==> src/rtl/imem_ctrl_pkg.sv <==
// Shared types and constants for the instruction-memory load controller.
// Default widths follow the def.h values; the patch port is enabled by IMEM_PATCH_EN.
package imem_ctrl_pkg;

  localparam int IMEM_ADDR_W_D = 5;

  localparam int IMEM_W_D = 32;

  localparam logic [31:0] IMEM_NOP = 32'h0000_0013;  // addi x0,x0,0

  typedef enum logic [1:0] {
    IDLE = 2'd0,
    LOAD = 2'd1,
    DONE = 2'd2,
    RUN  = 2'd3
  } state_t;

endpackage

==> src/rtl/imem_port_mux.sv <==
// Combinational owner selection for the single imem port and the instruction returned to fetch.
// Optional patch writer (IMEM_PATCH_EN) pre-empts fetch while running.
module imem_port_mux
  import imem_ctrl_pkg::*;
#(
  parameter int ADDR_W = IMEM_ADDR_W_D,
  parameter int DATA_W = IMEM_W_D,
  parameter int DEPTH  = 10
) (
  input  logic              in_load,
  input  logic              in_run,
  input  logic              ld_valid,
  input  logic [DATA_W-1:0] ld_data,
  input  logic [ADDR_W-1:0] wr_addr,
  input  logic [ADDR_W-1:0] cpu_addr,
  input  logic [DATA_W-1:0] mem_rdata,
`ifdef IMEM_PATCH_EN
  input  logic              patch_valid,
  input  logic [ADDR_W-1:0] patch_addr,
  input  logic [DATA_W-1:0] patch_data,
`endif
  output logic              patch_grant,
  output logic              mem_en,
  output logic              mem_we,
  output logic [ADDR_W-1:0] mem_addr,
  output logic [DATA_W-1:0] mem_wdata,
  output logic [DATA_W-1:0] cpu_instr
);

  localparam logic [ADDR_W:0] DEPTH_W = (ADDR_W+1)'(DEPTH);

  logic fetch_ok;
  assign fetch_ok = ({1'b0, cpu_addr} < DEPTH_W);

`ifdef IMEM_PATCH_EN
  assign patch_grant = in_run & patch_valid;
`else
  assign patch_grant = 1'b0;
`endif

  always_comb begin
    mem_en    = 1'b0;
    mem_we    = 1'b0;
    mem_addr  = '0;
    mem_wdata = '0;
    cpu_instr = DATA_W'(IMEM_NOP);
    if (in_load && ld_valid) begin
      mem_en    = 1'b1;
      mem_we    = 1'b1;
      mem_addr  = wr_addr;
      mem_wdata = ld_data;
`ifdef IMEM_PATCH_EN
    end else if (patch_grant) begin
      // Out-of-range patches still steal the cycle but never touch the array.
      if ({1'b0, patch_addr} < DEPTH_W) begin
        mem_en    = 1'b1;
        mem_we    = 1'b1;
        mem_addr  = patch_addr;
        mem_wdata = patch_data;
      end
`endif
    end else if (in_run && fetch_ok) begin
      mem_en    = 1'b1;
      mem_addr  = cpu_addr;
      cpu_instr = mem_rdata;
    end
  end

endmodule

==> src/rtl/imem_load_ctrl.sv <==
// Boot-time loader / fetch arbiter for the instruction memory: IDLE -> LOAD -> DONE -> RUN.
// Define IMEM_PATCH_EN to add the run-time patch write port.
module imem_load_ctrl
  import imem_ctrl_pkg::*;
#(
  parameter int ADDR_W    = IMEM_ADDR_W_D,
  parameter int DATA_W    = IMEM_W_D,
  parameter int DEPTH     = 10,
  parameter bit START_RUN = 1'b0
) (
  input  logic              clk,
  input  logic              rst_n,
  input  logic              ld_start,
  input  logic              ld_valid,
  output logic              ld_ready,
  input  logic [DATA_W-1:0] ld_data,
  input  logic              ld_last,
  output logic              ld_done,
  output logic              ld_err,
  output logic [ADDR_W:0]   ld_count,
  input  logic [ADDR_W-1:0] cpu_addr,
  output logic [DATA_W-1:0] cpu_instr,
  output logic              cpu_stall,
`ifdef IMEM_PATCH_EN
  input  logic              patch_valid,
  input  logic [ADDR_W-1:0] patch_addr,
  input  logic [DATA_W-1:0] patch_data,
`endif
  output logic              mem_en,
  output logic              mem_we,
  output logic [ADDR_W-1:0] mem_addr,
  output logic [DATA_W-1:0] mem_wdata,
  input  logic [DATA_W-1:0] mem_rdata
);

  localparam logic [ADDR_W-1:0] LAST_ADDR = ADDR_W'(DEPTH - 1);
  localparam logic [ADDR_W:0]   DEPTH_W   = (ADDR_W+1)'(DEPTH);

  state_t            state, state_nx;
  logic [ADDR_W-1:0] wr_addr;
  logic              accept, restart, patch_grant;

  assign accept  = (state == LOAD) && ld_valid;
  assign restart = ld_start && ((state == IDLE) || (state == RUN));

  always_ff @(posedge clk or negedge rst_n) begin
    if (!rst_n) state <= START_RUN ? RUN : IDLE;
    else        state <= state_nx;
  end

  always_comb begin
    state_nx = state;
    case (state)
      IDLE: if (ld_start) state_nx = LOAD;
      LOAD: if (accept && (ld_last || wr_addr == LAST_ADDR)) state_nx = DONE;
      DONE: state_nx = RUN;
      RUN:  if (ld_start) state_nx = LOAD;
      default: state_nx = IDLE;
    endcase
  end

  always_comb begin
    ld_ready  = (state == LOAD);
    ld_done   = (state == DONE);
    cpu_stall = (state != RUN) || patch_grant;
  end

  always_ff @(posedge clk or negedge rst_n) begin
    if (!rst_n) begin
      wr_addr  <= '0;
      ld_count <= '0;
      ld_err   <= 1'b0;
    end else if (restart) begin
      wr_addr  <= '0;
      ld_count <= '0;
      ld_err   <= 1'b0;
    end else if (accept) begin
      wr_addr <= wr_addr + ADDR_W'(1);
      if (ld_count != DEPTH_W) ld_count <= ld_count + (ADDR_W+1)'(1);
      // Filling the last slot without ld_last means the program did not fit.
      if (!ld_last && wr_addr == LAST_ADDR) ld_err <= 1'b1;
    end
  end

  imem_port_mux #(
    .ADDR_W(ADDR_W),
    .DATA_W(DATA_W),
    .DEPTH (DEPTH)
  ) u_mux (
    .in_load    (state == LOAD),
    .in_run     (state == RUN),
    .ld_valid   (ld_valid),
    .ld_data    (ld_data),
    .wr_addr    (wr_addr),
    .cpu_addr   (cpu_addr),
    .mem_rdata  (mem_rdata),
`ifdef IMEM_PATCH_EN
    .patch_valid(patch_valid),
    .patch_addr (patch_addr),
    .patch_data (patch_data),
`endif
    .patch_grant(patch_grant),
    .mem_en     (mem_en),
    .mem_we     (mem_we),
    .mem_addr   (mem_addr),
    .mem_wdata  (mem_wdata),
    .cpu_instr  (cpu_instr)
  );

endmodule
==> config.mk <==
export PLATFORM = sky130hd
export DESIGN_NAME = imem_load_ctrl
export DESIGN_NICKNAME = d
export VERILOG_FILES = /design/src/rtl/imem_ctrl_pkg.sv /design/src/rtl/imem_port_mux.sv /design/src/rtl/imem_load_ctrl.sv
export SDC_FILE = /design/constraint.sdc
export NUM_CORES = 1
export LEC_CHECK = 0
export BUFFER_PORTS_ARGS = -buffer_cell sky130_fd_sc_hd__buf_2
export CORE_MARGIN = 3
export CORE_UTILIZATION = 31
export CTS_BUF_LIST = sky130_fd_sc_hd__clkbuf_8 sky130_fd_sc_hd__clkbuf_16
export DETAILED_ROUTE_END_ITERATION = 16
export GPL_TIMING_DRIVEN = 1
export PLACE_DENSITY_LB_ADDON = 0.2
export REMOVE_ABC_BUFFERS = 1
export SYNTH_ARGS = -nofsm -noshare
export SYNTH_HDL_FRONTEND = slang
export SYNTH_SLANG_ARGS = --single-unit
==> constraint.sdc <==
create_clock -name clk -period 1.8 [get_ports clk]
set_clock_uncertainty 0.2 [all_clocks]
set_input_delay 0.27 -clock clk [delete_from_list [all_inputs] [get_ports clk]]
set_output_delay 0.27 -clock clk [all_outputs]
set_load 0.005 [all_outputs]
==> results.sh <==
export IMPL_synthFlopType="dfrtp_1"
export IMPL_min_delay_start="ld_last"
export IMPL_finalHoldViolCount=0
export IMPL_finalNetCount=426
export IMPL_ff2ff_setup_slack_ns=0
export IMPL_clk_path_buf_depth=2
export IMPL_yosys_warnings=0
export IMPL_htree_num_levels=1
export IMPL_crit_top_cell="buf_2"
export IMPL_clock_latency_ns=0.24
export IMPL_path_clk_slew_ns=0.06
export IMPL_grt_usage=0.217
export IMPL_fin_util=0.637
export IMPL_required_ns=1.33
export IMPL_rows=23
export IMPL_cts_root_buffer="clkbuf_8"
export IMPL_cts_tree="yes"
export IMPL_synthCells=178
export IMPL_grt_pass1_vias=1917
export IMPL_place_ws_ns=-0.215
export IMPL_critical_path_max_stage_delay_ns=0.41
export IMPL_vias=1889
export IMPL_place_gp_congestion=0.813
export IMPL_cts_sinks=14
export IMPL_cp_arrival_ns=1.81
export IMPL_leakage_nw=1.60
export IMPL_fin_crit_sh=1.27
export IMPL_failed_checks="negative setup slack"
export IMPL_critPathMaxFanout=5
export IMPL_cts_buffers=3
export IMPL_ir_drop_mv=0.465
export IMPL_relSlewSlack=0.732
export IMPL_diodes=0
export IMPL_max_freq_mhz=439
export IMPL_drt_iter0_markers=66
export IMPL_drive_above_1_share=0.610
export IMPL_antenna_found_initial=0
export IMPL_crit_family="buffers and inverters"
export IMPL_path_class="flop to output port"
export IMPL_reg2reg_depth=7
export IMPL_grt_pass1_wl_um=8990
export IMPL_pin_count=155
export IMPL_total_power_mw=2.57
export IMPL_drtAntennaViolNets=0
export IMPL_setup_viol=72
export IMPL_p_per_area_mw_per_mm2=987
export IMPL_whs_path_depth=3
export IMPL_worstSetupEndpointType="output port"
export IMPL_syn_area_mm2=0.00135
export IMPL_grt_max_degree=40
export IMPL_r2r_start="state[1]$_DFFE_PN0P_"
export IMPL_io_buffers=154
export IMPL_multiInputGateArea_mm2=0.00100
export IMPL_postSynthAreaPerCell_um2=7.57
export IMPL_crit_chain="inv_2, ha_4, nand2_4, inv_4, nor4b_4, buf_4, buf_2, and2_1, buf_2"
export IMPL_ys_seq_elements=14
export IMPL_start_util=0.330
export IMPL_holdPathEnd="state[1]$_DFFE_PN0P_"
export IMPL_synth_most_common_cell="and3_1"
export IMPL_ys_seq_area_frac=0.260
export IMPL_drv_cap=0
export IMPL_fin_ws_ns=-0.478
export IMPL_synth_top_cell_area_share=0.260
export IMPL_post_dp_hpwl_um=4350
export IMPL_yosys_top_cells_area="dfrtp_1 26%, and3_1 15%, and2_1 14%"
export IMPL_drt_first_pass_iters=4
export IMPL_synthTopCellsByCount="33 x and3_1, 30 x and2_1, 18 x nand2_1, 14 x dfrtp_1"
export IMPL_drv_slew=0
export IMPL_min_path_type="input pin to flop"
export IMPL_die_area_mm2=0.00517
export IMPL_synthArstFlopShare=1.00
export IMPL_fin_crit_ns=2.28
export IMPL_synthToLayoutAreaGrowth_pct=93.3
export IMPL_worstReg2RegEnd="ld_count[5]$_DFFE_PN0P_"
export IMPL_fp_dieH_um=71.9
export IMPL_die_w_um=71.9
export IMPL_core_area_mm2=0.00409
export IMPL_routed_wl_um=5820
export IMPL_routedWlPerCell_um=14.8
export IMPL_drcViolationCount=0
export IMPL_yosysTopAreaCell="dfrtp_1"
export IMPL_rsz0062_at_grt="yes"
export IMPL_worstMarginPinSlew_ns=0.396
export IMPL_critPathLaunchType="flop"
export IMPL_critPathBufInv=5
export IMPL_fill_cells=382
export IMPL_regArea_um2=352
export IMPL_grt_overflow_total=0
export IMPL_slowest_stage="dfrtp_1"
export IMPL_synth_edf_count=0
export IMPL_outcome="finished, violations left"
export IMPL_synth_cell_types=34
export IMPL_viasPerCell=4.79
registers in the layout (all words and copies together), names as in the netlist:
register / flops
ld_count: 6
wr_addr: 5
state: 2
ld_err: 1
report_power, final:
group	internal, mW	switching [mW]	total, mW	leakage [nW]
Combinational	1.02	0.789	1.81	1.38
Clock	0.194	0.109	0.303	0.0288
Sequential	0.376	0.0828	0.459	0.185
routing by layer:
| layer | vias to the layer above | part of all wire | global-route usage |
|---|---|---|---|
| li1 | 939 | - | - |
| met1 | 869 | 0.36 | 0.241 |
| met2 | 77 | 0.55 | 0.410 |
| met3 | 4 | 0.080 | 0.0637 |
| met4 | 0 | 0.0057 | 0.0397 |
| met5 | - | 0 | 0 |
what timing repair did:
action | CTS | global route
gates resized for setup | 36 | 22
hold endpoints to repair | 14 | 0
hold buffers | 1 | 0
buffers inserted | 7 | 2
gates cloned | 4 | 1
pin swaps | 12 | 10
setup endpoints to repair | 76 | 79
cell families after synthesis:
logic type,after synthesis,share of synthesized area
buf+inv,22,0.0659
mux,2,0.0149
simple gates,108,0.480
xor+xnor,2,0.0130
flops,14,0.260
compound gates,23,0.101
fa+ha+maj,7,0.0650
layout by cell type (no fill, tap or decap), types with 2 or more instances in the layout:
master      n
dfrtp_1    13
and2_1     16
buf_12      2
buf_2     141
nor2_1      4
or3_1       5
nand2_1    17
buf_4      12
ha_1        5
clkbuf_8    4
and2_4     14
inv_1       6
a21oi_1     6
inv_2       2
mux2i_1     2
buf_6      17
o21ai_1     3
nand2b_1    3
or2b_1      2
o21ai_0     5
a21oi_2     2
nand3_1     3
and3_1     33
worst max-delay path by stage:
| stage | startpoint | endpoint | slack [ns] | cells after the start |
|---|---|---|---|---|
| after global placement | state[1]$_DFFE_PN0P_ | cpu_instr[1] | -0.17 | 8 |
| final | state[1]$_DFFE_PN0P_ | cpu_instr[31] | -0.48 | 9 |
| after detailed placement | state[1]$_DFFE_PN0P_ | cpu_instr[0] | -0.22 | 8 |
| after CTS | state[1]$_DFFE_PN0P_ | cpu_instr[0] | -0.44 | 8 |
| after global routing | state[1]$_DFFE_PN0P_ | cpu_instr[31] | -0.57 | 9 |
| after floorplan | state[1]$_DFFE_PN0P_ | cpu_instr[0] | -0.83 | 6 |
per-stage QoR:
| stage | hold slack, ns | TNS (ns) | cell area, um^2 | instances |
|---|---|---|---|---|
| floorplan | -0.226 | -29.65 | 1290 | 165 |
| global placement | -0.0114 | -3.70 | 2200 | 379 |
| detailed placement | -0.0191 | -5.08 | 2200 | 379 |
| CTS | 0.133 | -19.87 | 2530 | 395 |
| global route | 0.166 | -25.27 | 2610 | 394 |
| finish | 0.144 | -19.76 | 2610 | 394 |
final cells by class:
cell class,count,share of cell area
flip-flops and latches,14,0.135
repair buffers,175,0.421
inverters,9,0.0139
multi-input cells,142,0.385
well taps,50,0.0240
clock buffers,4,0.0211
worst register-to-register path, stage by stage, from the launching register on:
cell and delay (ns):
dfrtp_1 0.42, inv_2 0.10, ha_4 0.14, nand2_4 0.05, buf_4 0.16, buf_4 0.14
or4_1 0.39, a21oi_1 0.13
No activity file was read; power rests on OpenSTA's default activity.
